<file path="src/rtl/fp_sign_apply_pkg.sv">
// Shared single-precision float definitions.
// Used by fp_sign_apply, fp_classify and fpAbsolute.
package fp_sign_apply_pkg;

    typedef logic [31:0] float32_t;

    localparam int SIGN_BIT = 31;
    localparam int EXP_MSB  = 30;
    localparam int EXP_LSB  = 23;
    localparam int MANT_MSB = 22;

    localparam logic [7:0] EXP_ALL_ONES = 8'hFF;

    localparam int TUSER_ZERO_BIT = 0;
    localparam int TUSER_NAN_BIT  = 1;

    typedef struct packed {
        logic               sign;
        logic [EXP_MSB:0]   mag;
    } s1_t;

    typedef struct packed {
        float32_t   data;
        logic [1:0] user;
    } s2_t;

    function automatic float32_t fp_with_sign(
        input logic [EXP_MSB:0] mag,
        input logic             sign
    );
        return {sign, mag};
    endfunction

    function automatic float32_t fp_abs(input float32_t x);
        return {1'b0, x[EXP_MSB:0]};
    endfunction

endpackage

</file>
<file path="src/rtl/fp_sign_apply_if.sv">
// Stream bundle for the sign-apply join: two inputs, one result.
// slave = block side, master = environment side.
interface fp_sign_apply_if;
    import fp_sign_apply_pkg::*;

    float32_t   s_mag_tdata;
    logic       s_mag_tvalid;
    logic       s_mag_tready;

    logic       s_sign_tdata;
    logic       s_sign_tvalid;
    logic       s_sign_tready;

    float32_t   m_result_tdata;
    logic [1:0] m_result_tuser;
    logic       m_result_tvalid;
    logic       m_result_tready;

    modport slave (
        input  s_mag_tdata,
        input  s_mag_tvalid,
        output s_mag_tready,
        input  s_sign_tdata,
        input  s_sign_tvalid,
        output s_sign_tready,
        output m_result_tdata,
        output m_result_tuser,
        output m_result_tvalid,
        input  m_result_tready
    );

    modport master (
        output s_mag_tdata,
        output s_mag_tvalid,
        input  s_mag_tready,
        output s_sign_tdata,
        output s_sign_tvalid,
        input  s_sign_tready,
        input  m_result_tdata,
        input  m_result_tuser,
        input  m_result_tvalid,
        output m_result_tready
    );

endinterface

</file>
<file path="src/rtl/fp_classify.sv">
// Combinational zero / NaN detection on the unsigned part of a float.
module fp_classify
    import fp_sign_apply_pkg::*;
(
    input  logic [EXP_MSB:0] i_mag,
    output logic             o_is_zero,
    output logic             o_is_nan
);

    logic [EXP_MSB-EXP_LSB:0] w_exp;
    logic [MANT_MSB:0]        w_mant;

    assign w_exp  = i_mag[EXP_MSB:EXP_LSB];
    assign w_mant = i_mag[MANT_MSB:0];

    assign o_is_zero = (i_mag == '0);
    assign o_is_nan  = (w_exp == EXP_ALL_ONES) && (w_mant != '0);

endmodule

</file>
<file path="src/rtl/fp_sign_apply.sv">
// Joins a magnitude stream with a sign stream and emits the signed float
// through a two-stage valid/ready pipeline, with zero/NaN flags.
module fp_sign_apply
    import fp_sign_apply_pkg::*;
#(
    parameter int FORCE_NAN_POSITIVE = 0,
    parameter int COUNT_WIDTH        = 16
) (
    input  logic                   aclk,
    input  logic                   reset,
    fp_sign_apply_if.slave         bus,
    output logic [COUNT_WIDTH-1:0] xfer_count
);

    logic w_s2_adv;
    logic w_s1_adv;
    logic w_join;

    logic w_is_zero;
    logic w_is_nan;
    logic w_out_sign;

    float32_t w_s1_result;
    logic     w_unused_in_sign;

    logic r_s1_valid;
    s1_t  r_s1;
    logic r_s2_valid;
    s2_t  r_s2;

    logic [COUNT_WIDTH-1:0] r_count;

    // Stage 2 frees when empty or drained; stage 1 rides on that.
    assign w_s2_adv = !r_s2_valid || bus.m_result_tready;
    assign w_s1_adv = !r_s1_valid || w_s2_adv;

    assign w_join = bus.s_mag_tvalid && bus.s_sign_tvalid
                 && w_s1_adv && !reset;

    assign bus.s_mag_tready  = w_s1_adv && bus.s_sign_tvalid && !reset;
    assign bus.s_sign_tready = w_s1_adv && bus.s_mag_tvalid && !reset;

    // The incoming sign bit of the magnitude is replaced, never used.
    assign w_unused_in_sign = bus.s_mag_tdata[SIGN_BIT];

    fp_classify u_classify (
        .i_mag     (r_s1.mag),
        .o_is_zero (w_is_zero),
        .o_is_nan  (w_is_nan)
    );

    assign w_out_sign = (FORCE_NAN_POSITIVE != 0 && w_is_nan)
                      ? 1'b0 : r_s1.sign;

    assign w_s1_result = fp_with_sign(r_s1.mag, w_out_sign);

    always_ff @(posedge aclk) begin
        if (reset) begin
            r_s1_valid <= 1'b0;
            r_s1       <= '0;
        end else begin
            if (w_s1_adv) begin
                r_s1_valid <= w_join;
            end
            if (w_join) begin
                r_s1.sign <= bus.s_sign_tdata;
                r_s1.mag  <= bus.s_mag_tdata[EXP_MSB:0];
            end
        end
    end

    always_ff @(posedge aclk) begin
        if (reset) begin
            r_s2_valid <= 1'b0;
            r_s2       <= '0;
        end else if (w_s2_adv) begin
            r_s2_valid <= r_s1_valid;
            if (r_s1_valid) begin
                r_s2.data                 <= w_s1_result;
                r_s2.user[TUSER_ZERO_BIT] <= w_is_zero;
                r_s2.user[TUSER_NAN_BIT]  <= w_is_nan;
            end
        end
    end

    always_ff @(posedge aclk) begin
        if (reset) begin
            r_count <= '0;
        end else if (w_join) begin
            r_count <= r_count + 1'b1;
        end
    end

    assign bus.m_result_tvalid = r_s2_valid;
    assign bus.m_result_tdata  = r_s2.data;
    assign bus.m_result_tuser  = r_s2.user;
    assign xfer_count          = r_count;

endmodule

</file>
<file path="src/flat_wrapper.sv">
// flat-port wrapper written by rule: the top's interface ports become plain ports
module fp_sign_apply_flat import fp_sign_apply_pkg::*;
#(
    parameter int FORCE_NAN_POSITIVE = 0,
    parameter int COUNT_WIDTH        = 16
)
  (aclk, reset, xfer_count, bus_s_mag_tdata, bus_s_mag_tvalid, bus_s_mag_tready, bus_s_sign_tdata, bus_s_sign_tvalid, bus_s_sign_tready, bus_m_result_tdata, bus_m_result_tuser, bus_m_result_tvalid, bus_m_result_tready);
  fp_sign_apply_if bus_i ();
  input  logic aclk;
  input  logic reset;
  output logic [COUNT_WIDTH-1:0] xfer_count;
  input wire logic [$bits(bus_i.s_mag_tdata)-1:0] bus_s_mag_tdata;
  input wire logic [$bits(bus_i.s_mag_tvalid)-1:0] bus_s_mag_tvalid;
  output wire logic [$bits(bus_i.s_mag_tready)-1:0] bus_s_mag_tready;
  input wire logic [$bits(bus_i.s_sign_tdata)-1:0] bus_s_sign_tdata;
  input wire logic [$bits(bus_i.s_sign_tvalid)-1:0] bus_s_sign_tvalid;
  output wire logic [$bits(bus_i.s_sign_tready)-1:0] bus_s_sign_tready;
  output wire logic [$bits(bus_i.m_result_tdata)-1:0] bus_m_result_tdata;
  output wire logic [$bits(bus_i.m_result_tuser)-1:0] bus_m_result_tuser;
  output wire logic [$bits(bus_i.m_result_tvalid)-1:0] bus_m_result_tvalid;
  input wire logic [$bits(bus_i.m_result_tready)-1:0] bus_m_result_tready;
  assign bus_i.s_mag_tdata = bus_s_mag_tdata;
  assign bus_i.s_mag_tvalid = bus_s_mag_tvalid;
  assign bus_s_mag_tready = bus_i.s_mag_tready;
  assign bus_i.s_sign_tdata = bus_s_sign_tdata;
  assign bus_i.s_sign_tvalid = bus_s_sign_tvalid;
  assign bus_s_sign_tready = bus_i.s_sign_tready;
  assign bus_m_result_tdata = bus_i.m_result_tdata;
  assign bus_m_result_tuser = bus_i.m_result_tuser;
  assign bus_m_result_tvalid = bus_i.m_result_tvalid;
  assign bus_i.m_result_tready = bus_m_result_tready;
  fp_sign_apply #(.FORCE_NAN_POSITIVE(FORCE_NAN_POSITIVE), .COUNT_WIDTH(COUNT_WIDTH)) u_core (.aclk(aclk), .reset(reset), .bus(bus_i), .xfer_count(xfer_count));
endmodule
</file>
<file path="config.mk">
export PLATFORM = sky130hd
export DESIGN_NAME = fp_sign_apply_flat
export DESIGN_NICKNAME = d
export VERILOG_FILES = /design/src/rtl/fp_sign_apply_pkg.sv /design/src/rtl/fp_sign_apply_if.sv /design/src/rtl/fp_classify.sv /design/src/rtl/fp_sign_apply.sv /design/src/flat_wrapper.sv
export SDC_FILE = /design/constraint.sdc
export NUM_CORES = 1
export LEC_CHECK = 0
export ABC_AREA = 1
export ABC_CLOCK_PERIOD_IN_PS = 3000
export CAP_MARGIN = 20
export CORE_UTILIZATION = 51
export CTS_BUF_LIST = sky130_fd_sc_hd__clkbuf_8 sky130_fd_sc_hd__clkbuf_16
export DETAILED_ROUTE_END_ITERATION = 10
export PLACE_DENSITY_LB_ADDON = 0.25
export SYNTH_ARGS = -nofsm -noshare
export SYNTH_HDL_FRONTEND = slang
export SYNTH_HIERARCHICAL = 1
export SYNTH_SLANG_ARGS = --single-unit
</file>
<file path="constraint.sdc">
create_clock -name aclk -period 3 [get_ports aclk]
set_clock_uncertainty 0.2 [all_clocks]
set_input_delay 0.3 -clock aclk [delete_from_list [all_inputs] [get_ports aclk]]
set_output_delay 0.3 -clock aclk [all_outputs]
set_load 0.02 [all_outputs]
</file>
==> results of run 1 <==
## layout make-up
type                       count  area share (%)
timing repair buffer          93           20.83
sequential                    84           38.04
clock buffer                  11           3.425
multi-input combinational    298           30.94
tap                           75           2.123
inverter                      41           3.481
clock inverter                 5           1.160
## layout by cell type, fill, tap and decap left out, drive strengths merged
cell,count
clkinv,3
buf,4
clkdlybuf4s50,89
a21oi,66
clkbuf,11
nand3b,1
bufinv,1
xor2,3
ha,1
nor2,78
nand4,3
dfxtp,84
inv,41
nand3,14
nand2,75
o21ai,56
nor3,1
clkinvlp,1
## registers in the layout, summed over array words and instances (netlist names)
name                        count
u_core/bus.m_result_tdata      32
u_core/bus.m_result_tuser       2
u_core/bus.m_result_tvalid      1
u_core/r_s1                    31
u_core/r_s1_valid               1
u_core/w_out_sign               1
u_core/xfer_count              16
## worst max-delay path: cells and delay by family
family	cells	cell delay [ns]
buffers and inverters	3	1.24
and+or+nand+nor	2	0.28
## how the worst max path moves through the flow
stage                     cells past startpoint            startpoint               endpoint  slack (ns)
after floorplan                               8  u_core/xfer_count[0]  u_core/xfer_count[10]        1.28
after global placement                        7                 reset   u_core/xfer_count[9]        0.52
after detailed placement                      7                 reset  u_core/xfer_count[15]        0.49
after CTS                                     5                 reset       bus_s_mag_tready        0.66
after global routing                          5                 reset       bus_s_mag_tready        0.57
final                                         5                 reset       bus_s_mag_tready        0.67
## per-layer routing
layer / share of wire (%) / up-vias
met5: 0 / -
met4: 1.5 / 0
met3: 5.3 / 10
met2: 49 / 90
met1: 45 / 1421
li1: - / 1596
## through the flow
stage                     total power (W)  utilization, %  hold slack, ns  setup slack, ns
after floorplan                  0.001365               -          0.2394            1.282
after global placement           0.001486           69.19          0.2562           0.5196
after detailed placement         0.001493           69.19          0.2670           0.4931
after CTS                        0.002285           72.52          0.2740           0.6611
after global routing             0.002372           72.52          0.3051           0.5650
final                            0.002268           72.52          0.2731           0.6735
## kinds of logic (layout without fill, tap and decap cells)
family / count (synthesis) / count (layout)
AND/OR/NAND/NOR: 172 / 172
AO/OA/AOI/OAI: 122 / 122
flip-flops: 84 / 84
buffers and inverters: 63 / 150
XOR/XNOR: 3 / 3
adder cells (fa/ha/maj): 1 / 1
## power breakdown
part	switching (W)	leakage [nW]	internal (W)	total (W)
Clock	0.000377	0.107	0.000425	0.000801
Sequential	0.0000275	0.684	0.00116	0.00119
Combinational	0.000146	0.937	0.000134	0.000280
==> flow_summary.json, run 1 <==
{
  "status": "finished, final reports clean",
  "synthTopCellsByCount": "84 x dfxtp_1, 75 x nand2_1, 70 x nor2_1, 66 x a21oi_1, 56 x o21ai_0",
  "cp_common_cell": "clkdlybuf4s50_1",
  "use_met2_pct": 39.26,
  "slew_headroom_pct": 63.41,
  "port_buffers": 89,
  "cts_sinks": 84,
  "hold_path.class": "reg2reg",
  "whs_path_depth": 2,
  "cts_tree": "done",
  "final_nets": 566,
  "rows": 28,
  "grt_pass1_vias": 2630,
  "drt-initial-drc-count": 161,
  "syn_nets": 484,
  "dpl.hpwl_um": 5080,
  "crit_type": "in2out",
  "final_area_um2": 4420,
  "synth-adder-area-share_pct": 0.3782,
  "p_leak_nw": 1.728,
  "irDropWorstVdd_mv": 0.3371,
  "die_w_um": 82.54,
  "cts_resized": 0,
  "setup_viol": 0,
  "htree_levels": 3,
  "fmax_mhz": 429.8,
  "antenna_left": 0,
  "layout.cells.non_filler": 607,
  "place_area_um2": 4218,
  "async_flop_share_pct": 0,
  "synth_edf_count": 0,
  "clk_transition_reported_paths_ns": 0.08,
  "grtUsageTotal_pct": 22.63,
  "drt-vias-per-instance": 5.135,
  "cts_hold_buf": 0,
  "synth.most_common_cell": "dfxtp_1",
  "n_antenna_cell": 0,
  "syn_to_final_growth_pct": 33.62,
  "busiest_layer": "met2",
  "cap_violations": 0,
  "rsz0062_at_grt": "false",
  "multi_input_area_um2": 1368,
  "antenna_found_initial": 0,
  "fill_cells": 542,
  "synth_top_family_by_area": "simple AND/OR/NAND/NOR gates",
  "powerDensity_nw_per_um2": 513.1,
  "clockBufferDepth": 2,
  "initial_core_util_pct": 54.27,
  "gp_congestion": 0.8107,
  "route.vias.total": 3117,
  "period_share_pct": 77.55,
  "cpMaxStageDelayCell": "clkdlybuf4s50_1",
  "ys.flop_type": "dfxtp_1",
  "hold_start": "u_core/r_s1[10]",
  "cts_setup_buffers": 0,
  "synth.area.mux_share_pct": 0,
  "fp.coreArea_um2": 6096,
  "wl_per_cell_um": 12.22,
  "grt_use_met1_pct": 26.72,
  "first_pass_iters": 4,
  "critPathMaxStageDelay_ns": 0.59,
  "ios": 91,
  "final_max_slew_viol_count": 0,
  "syn_inst": 445,
  "path_cells": "clkdlybuf4s50_1 -> nor2_4 -> nand2_1 -> inv_1 -> clkdlybuf4s50_1",
  "fin_tns_setup_ns": 0,
  "hold_viol_final": 0,
  "seq_area_um2": 1682,
  "tightest_slew_ns": 0.5489,
  "cp.arrival_ns": 1.83,
  "dp_cells": 591,
  "die_h_um": 82.54,
  "rr_startpoint": "u_core/bus.m_result_tvalid",
  "die_area_um2": 6813,
  "post-route-drc-count": 0,
  "critPathLaunchType": "input pin",
  "fin_crit_ns": 2.327,
  "synth_top_cell_area_share_pct": 50.83,
  "ff2ff_setup_slack_ns": 1.08,
  "cts_root_buffer": "clkbuf_8",
  "synth.area.top_cells": "dfxtp_1 51%, a21oi_1 10%, nand2_1 8.5%",
  "grt_use_met3_pct": 4.725,
  "holdPathEnd": "u_core/bus.m_result_tdata[10]",
  "rr_endpoint": "u_core/xfer_count[9]",
  "crit_path_end_kind": "output port",
  "netlist_area_um2": 3308,
  "grt_overflow": 0,
  "yosys.area_share.simple_pct": 21.71,
  "synth-compound-area-share_pct": 18.46,
  "ys_seq_area_share_pct": 50.83,
  "yosys_warnings": 6,
  "synth_xor_area_share_pct": 0.7943,
  "reg2reg_depth": 6,
  "clkLatencyLatePin_ns": 0.34,
  "synth_cell_types": 21,
  "synth_area_per_cell_um2": 7.434,
  "cp.required_ns": 2.50,
  "cts_buffers": 9,
  "drive_above_1_share_pct": 5.639,
  "synth-seq-cells": 84,
  "path_max_fanout": 9,
  "synth.largest_area_cell": "dfxtp_1",
  "grt_pass1_wl_um": 11590,
  "grt_max_degree": 68,
  "wirelength_um": 7416
}
Note: power is estimated with default switching activity, not from simulation.
==> inputs of run 2 (changes only) <==
ABC_CLOCK_PERIOD_IN_PS = 2300   (was 3000)
CORE_UTILIZATION = 48   (was 51)
clock period = 2.3 ns   (was 3 ns; I/O delays follow)
==> run 2 against run 1 <==
Critical endpoint is now bus_s_sign_tready. Via count decreased by 0.67%. Design area grew 1.0%. Worst setup slack got worse by 0.53 ns. Worst hold slack worse by 0.016 ns. Utilization decreased by 3.8 points. Global-route usage shrank 1.4 points. Count of clock-buffer cells in the layout shrank 1. Register-to-register slack got worse by 0.56 ns. Sequential share of layout area is 0.38 points lower. Cell count is 0.82% higher. First-iteration DRC count increased by 15%.
==> flow_summary.json, run 2 (synthesized netlist as in run 1, its figures left out) <==
{
  "status": "finished, final reports clean",
  "grt_overflow": 0,
  "antenna_found_initial": 0,
  "largest_reg_flops": 32,
  "die_area_um2": 7228,
  "wirelength_um": 7452,
  "drive_above_1_share_pct": 6.168,
  "cts_root_buffer": "clkbuf_8",
  "gp_congestion": 0.8166,
  "wl_per_cell_um": 12.18,
  "powerDensity_nw_per_um2": 679.8,
  "antenna_left": 0,
  "clk_transition_reported_paths_ns": 0.08,
  "grt_pass1_vias": 2797,
  "crit_path_end_kind": "output port",
  "slew_headroom_pct": 63.57,
  "htree_levels": 3,
  "final_nets": 570,
  "clkLatencyLatePin_ns": 0.34,
  "die_w_um": 85.02,
  "p_seq_share_pct": 51.0,
  "drt-vias-per-instance": 5.059,
  "fin_tns_setup_ns": 0,
  "route.vias.total": 3096,
  "tightest_slew_ns": 0.5465,
  "rsz0062_at_grt": "false",
  "cts_buffers": 9,
  "drt-initial-drc-count": 185,
  "layout_commonest_cell": "clkdlybuf4s50_1",
  "cts_tree": "done",
  "p_leak_nw": 1.753,
  "ff2ff_setup_slack_ns": 0.52,
  "rr_startpoint": "u_core/xfer_count[0]",
  "p_int_w": 0.002322,
  "cp.arrival_ns": 1.72,
  "dpl.hpwl_um": 5231,
  "post-route-drc-count": 0,
  "cp.required_ns": 1.87,
  "grt_max_degree": 68,
  "holdPathEnd": "u_core/r_s1[5]",
  "cts_sinks": 84,
  "die_h_um": 85.02,
  "port_buffers": 89,
  "power.switching_w": 0.0007139,
  "switching_share_pct": 23.52,
  "syn_to_final_growth_pct": 34.98,
  "cts_hold_buf": 0,
  "cap_violations": 0,
  "critPathLaunchType": "input pin",
  "period_share_pct": 93.60,
  "initial_core_util_pct": 50.93,
  "hold_viol_final": 0,
  "fp.coreArea_um2": 6495,
  "rr_endpoint": "u_core/xfer_count[10]",
  "clockBufferDepth": 2,
  "fin_crit_ns": 2.153,
  "cts_resized": 0,
  "ios": 91,
  "cts_setup_buffers": 0,
  "crit_type": "in2out",
  "clkPwrFrac_pct": 36.9,
  "irDropWorstVdd_mv": 0.4734,
  "path_max_fanout": 4,
  "first_pass_iters": 4,
  "grt_pass1_wl_um": 12340,
  "final_max_slew_viol_count": 0,
  "reg2reg_depth": 8,
  "rows": 29,
  "hold_path.class": "in2reg",
  "grtUsageTotal_pct": 21.24,
  "setup_viol": 0,
  "hold_start": "bus_s_mag_tdata[5]",
  "n_antenna_cell": 0,
  "final_cell_mix": "89 x clkdlybuf4s50_1, 84 x dfxtp_1, 75 x nand2_1",
  "whs_path_depth": 3,
  "fmax_mhz": 464.5,
  "p_total_w": 0.003036,
  "combPwrFrac_pct": 12.1
}
[run 2: layer usage]
layer  vias to the layer above  track usage, %  wire length [um]
li1                       1605               -                 -
met1                      1410           26.49              3424
met2                        71           35.92              3559
met3                        10           6.128               362
met4                         0           5.855               106
met5                         -               0                 0
[run 2: power by group through the flow]
| stage | sequential, W | combinational [W] | clock [W] |
|---|---|---|---|
| 3_3_place_gp | 0.00158 | 0.000362 | 0 |
| 6_report | 0.00155 | 0.000368 | 0.00112 |
| 4_1_cts | 0.00155 | 0.000371 | 0.00114 |
| 2_1_floorplan | 0.00162 | 0.000164 | 0 |
| 3_5_place_dp | 0.00158 | 0.000368 | 0 |
| 5_1_grt | 0.00155 | 0.000407 | 0.00122 |
[run 2: metrics by stage]
| stage | instance area [um2] | hold WS [ns] | worst slack, ns | std cells | utilization (%) |
|---|---|---|---|---|---|
| final | 4466 | 0.2566 | 0.1472 | 612 | 68.75 |
| after global routing | 4466 | 0.2537 | 0.07767 | 612 | 68.75 |
| after CTS | 4466 | 0.2408 | 0.1342 | 612 | 68.75 |
| after detailed placement | 4250 | 0.2720 | 0.1519 | 597 | 65.44 |
| after global placement | 4250 | 0.2611 | 0.1360 | 597 | 65.44 |
| after floorplan | 3308 | 0.1713 | 0.5822 | 445 | - |
[run 2: final cells by class]
type                       instances  area, um2
multi-input combinational        298       1368
fill                             527       2029
timing repair buffer              97      950.9
clock buffer                      10      137.6
sequential                        84       1682
tap                               77      96.34
inverter                          41      153.9
clock inverter                     5      77.57
[run 2: critical path, cell delays in order]
cell and delay [ns]:
clkdlybuf4s50_1 0.47, inv_1 0.06, nand3_1 0.20, nand3_1 0.11
inv_1 0.07, clkdlybuf4s50_1 0.59
[run 2: worst max path at each step]
stage / startpoint / end / depth (start not counted)
floorplan: u_core/xfer_count[0] / u_core/xfer_count[10] / 8
global placement: bus_m_result_tready / bus_s_sign_tready / 6
detailed placement: bus_m_result_tready / bus_s_sign_tready / 6
CTS: bus_m_result_tready / bus_s_sign_tready / 6
global route: bus_m_result_tready / bus_s_sign_tready / 6
finish: bus_m_result_tready / bus_s_sign_tready / 6
==> inputs of run 3 (changes only) <==
--- a/config.mk
+++ b/config.mk
@@ -10,2 +10,3 @@
 export CAP_MARGIN = 20
+export CORE_MARGIN = 1.5
 export CORE_UTILIZATION = 48
--- a/constraint.sdc
+++ b/constraint.sdc
@@ -4,2 +4,2 @@
 set_output_delay 0.23 -clock aclk [all_outputs]
-set_load 0.02 [all_outputs]
+set_load 0.005 [all_outputs]
==> run 3 against run 2 <==
Register-to-register slack worse by 0.04 ns. Flip-flop and latch count stayed put. First-iteration DRC count shrank 17%. Clock power fell by 13%. Critical path depth did not move. Sequential share of layout area grew 0.25 points. Worst setup slack better by 0.089 ns. Non-clock buffer count shrank 1. Via count is 1.9% lower. Die area up 2.4%. Worst hold slack lost 0.021 ns. Critical endpoint unchanged. Highest routed layer unchanged.
==> flow_summary.json, run 3 (synthesized netlist as in run 1, its figures left out) <==
{
  "crit_path_end_kind": "output port",
  "period_share_pct": 89.73,
  "fp.coreArea_um2": 6719,
  "path_cells": "clkdlybuf4s50_1 -> inv_1 -> nand3_1 -> nand3_1 -> inv_1 -> clkdlybuf4s50_1",
  "fin_crit_ns": 2.064,
  "die_h_um": 86.02,
  "final_nets": 569,
  "cp.required_ns": 1.87,
  "final_max_slew_viol_count": 0,
  "cts_root_buffer": "clkbuf_8",
  "port_buffers": 89,
  "n_antenna_cell": 0,
  "p_int_w": 0.002166,
  "worst-path-stages": 6,
  "layout_commonest_cell": "clkdlybuf4s50_1",
  "slew_headroom_pct": 63.59,
  "grtUsageTotal_pct": 20.39,
  "critPathLaunchType": "input pin",
  "cts_resized": 0,
  "cpMaxStageDelayCell": "clkdlybuf4s50_1",
  "cp_top_family": "buffers and inverters",
  "reg2reg_depth": 8,
  "power.switching_w": 0.0006873,
  "grt_max_degree": 68,
  "tightest_slew_ns": 0.5461,
  "largest_reg_flops": 32,
  "htree_levels": 3,
  "setup_viol": 0,
  "multi_input_area_um2": 1368,
  "post-route-drc-count": 0,
  "first_pass_iters": 4,
  "cts_hold_buf": 0,
  "cts_buffers": 9,
  "clockBufferDepth": 2,
  "status": "finished, final reports clean",
  "fill_cells": 592,
  "syn_to_final_growth_pct": 34.08,
  "antenna_found_initial": 0,
  "die_area_um2": 7399,
  "initial_core_util_pct": 49.24,
  "switching_share_pct": 24.08,
  "combPwrFrac_pct": 11.5,
  "irDropWorstVdd_mv": 0.4239,
  "drt-initial-drc-count": 153,
  "wl_per_cell_um": 12.03,
  "ios": 91,
  "cp.arrival_ns": 1.63,
  "hold_path.class": "in2reg",
  "fin_util_pct": 66.01,
  "clk_transition_reported_paths_ns": 0.08,
  "fin_tns_setup_ns": 0,
  "die_w_um": 86.02,
  "rows": 30,
  "critPathMaxStageDelay_ns": 0.49,
  "hold_viol_final": 0,
  "p_leak_nw": 1.737,
  "cts_sinks": 84,
  "clkPwrFrac_pct": 34.3,
  "seq_area_um2": 1682,
  "antenna_left": 0,
  "final_cell_mix": "89 x clkdlybuf4s50_1, 84 x dfxtp_1, 75 x nand2_1",
  "crit_type": "in2out",
  "route.vias.total": 3036,
  "whs_path_depth": 3,
  "rsz0062_at_grt": "false",
  "cts_tree": "done",
  "dpl.hpwl_um": 5277,
  "grt_overflow": 0,
  "clkLatencyLatePin_ns": 0.35,
  "powerDensity_nw_per_um2": 643.4,
  "crit_buf_inv": 4,
  "wirelength_um": 7401,
  "grt_pass1_wl_um": 11960,
  "p_seq_share_pct": 54.2,
  "fmax_mhz": 484.5,
  "grt_pass1_vias": 2667,
  "drt-vias-per-instance": 4.937,
  "cts_setup_buffers": 0,
  "path_max_fanout": 4,
  "gp_congestion": 0.8058,
  "drive_above_1_share_pct": 5.981,
  "cap_violations": 0
}
-- run 3: worst paths after layout --
check | start | to | slack, ns
hold / removal | bus_s_mag_tdata[7] | u_core/r_s1[7] | 0.24
setup reg to reg | u_core/xfer_count[0] | u_core/xfer_count[10] | 0.48
setup / recovery | bus_m_result_tready | bus_s_sign_tready | 0.24
hold reg to reg | u_core/r_s1[10] | u_core/bus.m_result_tdata[10] | 0.28
-- run 3: area by class of cell --
class	count	area share, %
inverter	41	3.470
clock buffer	12	3.724
multi-input combinational	298	30.83
tap	80	2.257
clock inverter	4	0.5360
sequential	84	37.91
timing repair buffer	96	21.27
-- run 3: worst register-to-register path, cell delays in order (launching register included) --
cell and delay [ns]:
dfxtp_1 0.40, ha_1 0.22, nand2_1 0.07, nor2_1 0.18, nand2_1 0.10, nor2_2 0.31
nand3_1 0.11, nand2_1 0.08, nor2_1 0.05
-- run 3: power groups by stage --
| stage | clock network, W | logic, W | registers (W) |
|---|---|---|---|
| final | 0.000977 | 0.000329 | 0.00155 |
| after CTS | 0.000995 | 0.000332 | 0.00155 |
| after floorplan | 0 | 0.000162 | 0.00158 |
| after global placement | 0 | 0.000322 | 0.00158 |
| after detailed placement | 0 | 0.000330 | 0.00158 |
| after global routing | 0.00107 | 0.000367 | 0.00156 |
-- run 3: through the flow --
stage | area (um2) | worst slack, ns | hold slack [ns] | power [W] | std cells
floorplan | 3308 | 0.7203 | 0.1713 | 0.001741 | 445
global placement | 4247 | 0.2537 | 0.2551 | 0.001902 | 599
detailed placement | 4247 | 0.2278 | 0.2666 | 0.001912 | 599
CTS | 4436 | 0.2340 | 0.2263 | 0.002874 | 615
global route | 4436 | 0.08519 | 0.2391 | 0.002995 | 615
finish | 4436 | 0.2361 | 0.2356 | 0.002854 | 615
-- run 3: layer usage --
metal,up-vias,track usage [%],part of all wire (%)
met1,1356,27.26,46
li1,1602,-,-
met3,4,6.064,5.7
met4,0,5.718,0.39
met5,-,0,0
met2,74,32.14,48
